`src/rtl/vending_machine_multi.sv`:
```
// rtl/vending_machine_multi.sv - multi-beverage vending controller with credit, change and timed delivery lockout
module vending_machine_multi #(
  parameter int NUM_BEV     = 2,
  parameter int CREDIT_W    = 8,
  parameter int BASE_PRICE  = 30,
  parameter int PRICE_STEP  = 20,
  parameter int MAX_CREDIT  = 250,
  parameter int DELIVER_CYC = 3
) (
  input  logic                clk,
  input  logic                rst,
  input  logic [7:0]          coin_in,
  input  logic [2:0]          button_in,
  input  logic                cancel_in,
  output logic [CREDIT_W-1:0] credit,
  output logic [2:0]          beverage_out,
  output logic [CREDIT_W-1:0] change_out,
  output logic                coin_reject,
  output logic                insufficient,
  output logic                busy
);

  localparam int TOP_PRICE = BASE_PRICE + (NUM_BEV - 1) * PRICE_STEP;
  localparam int SUM_W     = ((CREDIT_W > 8) ? CREDIT_W : 8) + 1;
  localparam int CNT_W     = (DELIVER_CYC > 1) ? $clog2(DELIVER_CYC) : 1;

  localparam logic [CNT_W-1:0]    CNT_LAST = CNT_W'(DELIVER_CYC - 1);
  localparam logic [SUM_W-1:0]    MAX_SUM  = SUM_W'(MAX_CREDIT);
  localparam logic [CREDIT_W-1:0] BASE_C   = CREDIT_W'(BASE_PRICE);

  generate
    if (NUM_BEV < 1 || NUM_BEV > 7 || DELIVER_CYC < 1 ||
        MAX_CREDIT > (2 ** CREDIT_W) - 1 || MAX_CREDIT < TOP_PRICE) begin : g_bad_params
      $error("vending_machine_multi: illegal parameter combination");
    end
  endgenerate

  typedef enum logic [1:0] {S_IDLE, S_DELIVER, S_CHANGE} state_t;

  state_t              state_q, state_d;
  logic [CREDIT_W-1:0] credit_q, credit_d;
  logic [2:0]          beverage_q, beverage_d;
  logic [CREDIT_W-1:0] change_q, change_d;
  logic                coin_reject_q, coin_reject_d;
  logic                insufficient_q, insufficient_d;
  logic                busy_q, busy_d;
  logic [CNT_W-1:0]    cnt_q, cnt_d;

  logic                coin_valid;
  logic                coin_fits;
  logic [SUM_W-1:0]    coin_sum;
  logic                btn_valid;
  logic [CREDIT_W-1:0] btn_price;

  function automatic logic [CREDIT_W-1:0] price_of(input logic [2:0] k);
    return CREDIT_W'(BASE_PRICE + (int'(k) - 1) * PRICE_STEP);
  endfunction

  always_comb begin
    coin_valid = 1'b0;
    case (coin_in)
      8'd10, 8'd20, 8'd50, 8'd100, 8'd200: coin_valid = 1'b1;
      default:                             coin_valid = 1'b0;
    endcase
    // Widened sum so an over-ceiling coin can never wrap into a small credit.
    coin_sum  = SUM_W'(credit_q) + SUM_W'(coin_in);
    coin_fits = coin_valid && (coin_sum <= MAX_SUM);
    btn_valid = (button_in != '0) && (button_in <= 3'(NUM_BEV));
    btn_price = price_of(button_in);
  end

  always_comb begin
    state_d        = state_q;
    credit_d       = credit_q;
    beverage_d     = beverage_q;
    change_d       = '0;
    coin_reject_d  = 1'b0;
    insufficient_d = 1'b0;
    cnt_d          = cnt_q;
    unique case (state_q)
      S_IDLE: begin
        if (cancel_in) begin
          coin_reject_d = (coin_in != '0);
          if (credit_q != '0) begin
            change_d = credit_q;
            credit_d = '0;
            state_d  = S_CHANGE;
          end
        end else if (btn_valid && (credit_q >= btn_price)) begin
          credit_d      = credit_q - btn_price;
          beverage_d    = button_in;
          cnt_d         = CNT_LAST;
          state_d       = S_DELIVER;
          coin_reject_d = (coin_in != '0);
        end else begin
          insufficient_d = btn_valid;
          if (coin_in != '0) begin
            if (coin_fits) credit_d = coin_sum[CREDIT_W-1:0];
            else           coin_reject_d = 1'b1;
          end
        end
      end
      S_DELIVER: begin
        coin_reject_d = (coin_in != '0);
        if (cnt_q == '0) begin
          beverage_d = '0;
          // Leftover credit too small to buy anything is paid out automatically.
          if ((credit_q != '0) && (credit_q < BASE_C)) begin
            change_d = credit_q;
            credit_d = '0;
            state_d  = S_CHANGE;
          end else begin
            state_d = S_IDLE;
          end
        end else begin
          cnt_d = cnt_q - CNT_W'(1);
        end
      end
      S_CHANGE: begin
        coin_reject_d = (coin_in != '0);
        state_d       = S_IDLE;
      end
      default: state_d = S_IDLE;
    endcase
    busy_d = (state_d != S_IDLE);
  end

  always_ff @(posedge clk) begin
    if (rst) begin
      state_q        <= S_IDLE;
      credit_q       <= '0;
      beverage_q     <= '0;
      change_q       <= '0;
      coin_reject_q  <= 1'b0;
      insufficient_q <= 1'b0;
      busy_q         <= 1'b0;
      cnt_q          <= '0;
    end else begin
      state_q        <= state_d;
      credit_q       <= credit_d;
      beverage_q     <= beverage_d;
      change_q       <= change_d;
      coin_reject_q  <= coin_reject_d;
      insufficient_q <= insufficient_d;
      busy_q         <= busy_d;
      cnt_q          <= cnt_d;
    end
  end

  assign credit       = credit_q;
  assign beverage_out = beverage_q;
  assign change_out   = change_q;
  assign coin_reject  = coin_reject_q;
  assign insufficient = insufficient_q;
  assign busy         = busy_q;

endmodule

```
`config.mk`:
```
export PLATFORM = sky130hd
export DESIGN_NAME = vending_machine_multi
export DESIGN_NICKNAME = d
export VERILOG_FILES = /design/src/rtl/vending_machine_multi.sv
export SDC_FILE = /design/constraint.sdc
export NUM_CORES = 1
export LEC_CHECK = 0
export BUFFER_PORTS_ARGS = -buffer_cell sky130_fd_sc_hd__buf_2
export CORE_MARGIN = 5
export CORE_UTILIZATION = 31
export DETAILED_ROUTE_END_ITERATION = 12
export PLACE_DENSITY = 0.49
export SYNTH_ARGS = -nofsm -noshare
export SYNTH_HDL_FRONTEND = slang
export SYNTH_SLANG_ARGS = --single-unit
```
`constraint.sdc`:
```
create_clock -name clk -period 4.8 [get_ports clk]
set_input_delay 0 -clock clk [delete_from_list [all_inputs] [get_ports clk]]
set_output_delay 0 -clock clk [all_outputs]
set_load 0.02 [all_outputs]
```
==> results.py <==
metrics = {
    "synthesis": {
        "synthFlopType": "dfxtp_1",
        "ys_seq_elements": 26,
        "ys_types": 58,
        "synth_seq_area_share_pct": 22.6,
        "syn-num-nets": 320,
        "synth_area_per_cell_sq_um": 8.38,
        "ys_warn_count": 0,
        "syn-cell-area_sq_um": 2300,
        "synth_edf_count": 0,
        "synthCells": 275,
        "async_reset_ff_share_pct": 0,
    },
    "power": {
        "p_leak_nw": 1.20,
        "powerDensity_nw_per_um2": 423,
        "ir_worst_vdd_mv": 0.126,
    },
    "placement": {
        "dp.cells": 403,
        "place_congestion": 0.817,
        "hpwlAfterDp_mm": 5.01,
        "place_ws_ps": 627,
        "io_buffers": 35,
        "placed_cell_area_sq_um": 2560,
    },
    "floorplanning": {
        "initial_core_util_pct": 31.8,
        "die_y_microns": 96.2,
        "num_io_pins": 36,
        "core_sq_um": 7250,
        "num_rows": 31,
        "die_w_microns": 96.2,
        "die-area_sq_um": 9260,
    },
    "grt": {
        "busiest_layer": "met2",
        "track_usage_pct": 13.7,
        "grt_use_met2_pct": 22.0,
        "grt_max_degree": 24,
        "use_met3_pct": 0.625,
        "grt_pass1_wl_mm": 9.95,
        "grt_pass1_vias": 1972,
        "grtUsageMet1_pct": 19.9,
        "antenna_found_initial": 0,
        "globalRouteOverflowTotal": 0,
    },
    "timing": {
        "setup_viol": 0,
        "slew_headroom_pct": 65.6,
        "fmax_ghz": 0.259,
        "setup_tns_ps": 0,
        "fin_crit_ps": 3860,
        "fin_hold_ws_ps": 92.0,
        "hold_viol_final": 0,
        "worst_pin_slew_ps": 513,
        "period_share_pct": 80.4,
        "rsz0062_at_grt": "false",
        "finalMaxSlewViolations": 0,
        "worst_slack_ps": 941,
        "finalClockSkew_ps": 2.06,
    },
    "route": {
        "wl_mm": 6.09,
        "firstDrtPassIters": 4,
        "viasPerCell": 5.09,
        "drtIter0Drc": 71,
        "vias": 2073,
        "antenna_left": 0,
        "avgRoutedWirePerCell_microns": 15.0,
        "drc": 0,
    },
    "layout": {
        "fin_cells": 407,
        "antenna_cells": 0,
        "drive_gt1_share_pct": 18.2,
        "layout_common_cells": "buf_2 (35), ha_1 (28), dfxtp_1 (26)",
        "fin_nets": 354,
        "area_delta_synth_final_pct": 13.6,
        "final_area_sq_um": 2620,
        "layout_commonest_cell": "buf_2",
    },
    "hold_path": {
        "hold_start": "cancel_in",
        "whs_path_depth": 2,
        "min_path_type": "input pin to flop",
        "holdPathEnd": "change_out[5]$_SDFF_PP0_",
    },
    "run": {
        "max_cap_violations": 0,
    },
    "setup_path": {
        "crit_path_end_kind": "flop",
        "arrival_ps": 4010,
        "cp_max_fo": 11,
        "worstSetupPathType": "input pin to flop",
        "start_kind": "input pin",
        "rr_worst_depth": 9,
        "cp.required_ps": 4960,
        "worstReg2RegEnd": "credit[1]$_SDFFE_PP0P_",
        "crit_chain": "buf_2, inv_1, ha_1, ha_1, inv_1, ha_1, ha_1, inv_1, fa_1, nand3b_1, xnor2_1, ha_1, a21oi_1, a21boi_0, a31oi_1, nand2_1, nand2_1, o21ai_4, mux2_4",
        "reg2reg_slack_ps": 1760,
        "crit_top_cell": "ha_1",
        "r2r-start": "credit[0]$_SDFFE_PP0P_",
        "worst_path_max_delay_cell": "fa_1",
        "worst_path_largest_cell_delay_ps": 430,
    },
    "clock_tree": {
        "clk_pin_slew_worst_paths_ps": 90,
        "cts_sinks": 26,
        "cts_max_level": 1,
        "insertion_delay_ps": 260,
        "tritoncts": "yes",
        "hold_buffers": 0,
        "postCtsResizedCells": 0,
        "cts.path.max_buffers": 2,
        "numCtsBuffers": 3,
        "cts-root-buf": "clkbuf_8",
        "cts_setup_buffers": 0,
    },
    "status": {
        "status": "finished clean",
    },
}
per-stage QoR:
| step | utilization [%] | power (W) |
|---|---|---|
| 2_1_floorplan | - | 0.000810 |
| 3_3_place_gp | 35.3 | 0.000980 |
| 3_5_place_dp | 35.3 | 0.000978 |
| 4_1_cts | 36.1 | 0.00112 |
| 5_1_grt | 36.1 | 0.00121 |
| 6_report | 36.1 | 0.00111 |
cell usage after synthesis (all sizes together) (3+ instances only):
cell type  count  area, sq um
and2b          3         26.3
or3            3         20.0
o21ai         17         96.3
a32oi          3         26.3
a211oi         7         57.6
fa             3         60.1
xnor2          6         52.6
mux2           5         75.1
nor4           4         25.0
xor2           4         35.0
dfxtp         26          521
and2           6         37.5
nand2         20         75.1
ha            28          350
a21o           5         38.8
inv           21         78.8
nand3          4         20.0
nand4          3         25.0
o21a           4         30.0
nor3          11         55.1
a21oi         16         80.1
nor3b          3         22.5
nor2          18         67.6
nand2b         6         37.5
clkbuf         4         25.0
a31oi          6         43.8
mux2i          3         30.0
nor2b          6         37.5
cell type report:
cell class,count,area (sq um)
flip-flops and latches,26,520
well taps,99,124
repair buffers,35,175
clock buffers,4,55.1
multi-input cells,222,1660
fillers,777,4640
inverters,21,78.8
kinds of logic (layout without fill, tap and decap cells):
kind of cell,Yosys count,after routing,share of synthesized area (%)
AOI/OAI and AO/OA,76,76,23.0
xor gates and xnor gates,10,10,3.80
adders and majority gates,31,31,17.8
buffers and inverters,27,60,5.21
DFF,26,26,22.6
muxes,8,8,4.56
and+or+nand+nor,97,97,23.0
worst max-delay path, delay by kind of cell:
family,cells,cell delay (ps)
buffers and inverters,4,400
AND/OR/NAND/NOR,3,700
XOR/XNOR,1,200
multiplexers,1,330
AO/OA/AOI/OAI,4,820
adder cells (fa/ha/maj),6,1550
worst max-delay path by stage:
stage / start / end / slack, ps / cells past startpoint
3_5_place_dp: button_in[0] / credit[1]$_SDFFE_PP0P_ / 630 / 18
5_1_grt: button_in[0] / credit[1]$_SDFFE_PP0P_ / 570 / 19
3_3_place_gp: button_in[0] / credit[6]$_SDFFE_PP0P_ / 790 / 19
4_1_cts: button_in[0] / credit[1]$_SDFFE_PP0P_ / 920 / 18
2_1_floorplan: button_in[0] / credit[1]$_SDFFE_PP0P_ / 1420 / 18
6_report: button_in[0] / credit[1]$_SDFFE_PP0P_ / 940 / 19
flip-flops by register name (all words and copies together) (netlist names):
| signal | cells |
|---|---|
| beverage_out | 3 |
| busy | 1 |
| change_out | 8 |
| cnt_q | 2 |
| coin_reject | 1 |
| credit | 8 |
| insufficient | 1 |
| state_q | 2 |
report_power, final:
group          leakage, nW  switching [W]  internal [W]  total, W
clock               0.0288      0.0000639     0.0000731  0.000137
sequential           0.211      0.0000556      0.000251  0.000307
combinational        0.957       0.000382      0.000282  0.000664
total                 1.20       0.000502      0.000606   0.00111
routing by layer:
metal | vias up | share of wire (%)
met5 | - | 0
met4 | 0 | 1.5
met3 | 6 | 3.2
met2 | 36 | 45
met1 | 955 | 50
li1 | 1076 | -
Note: power is estimated with default switching activity, not from simulation.
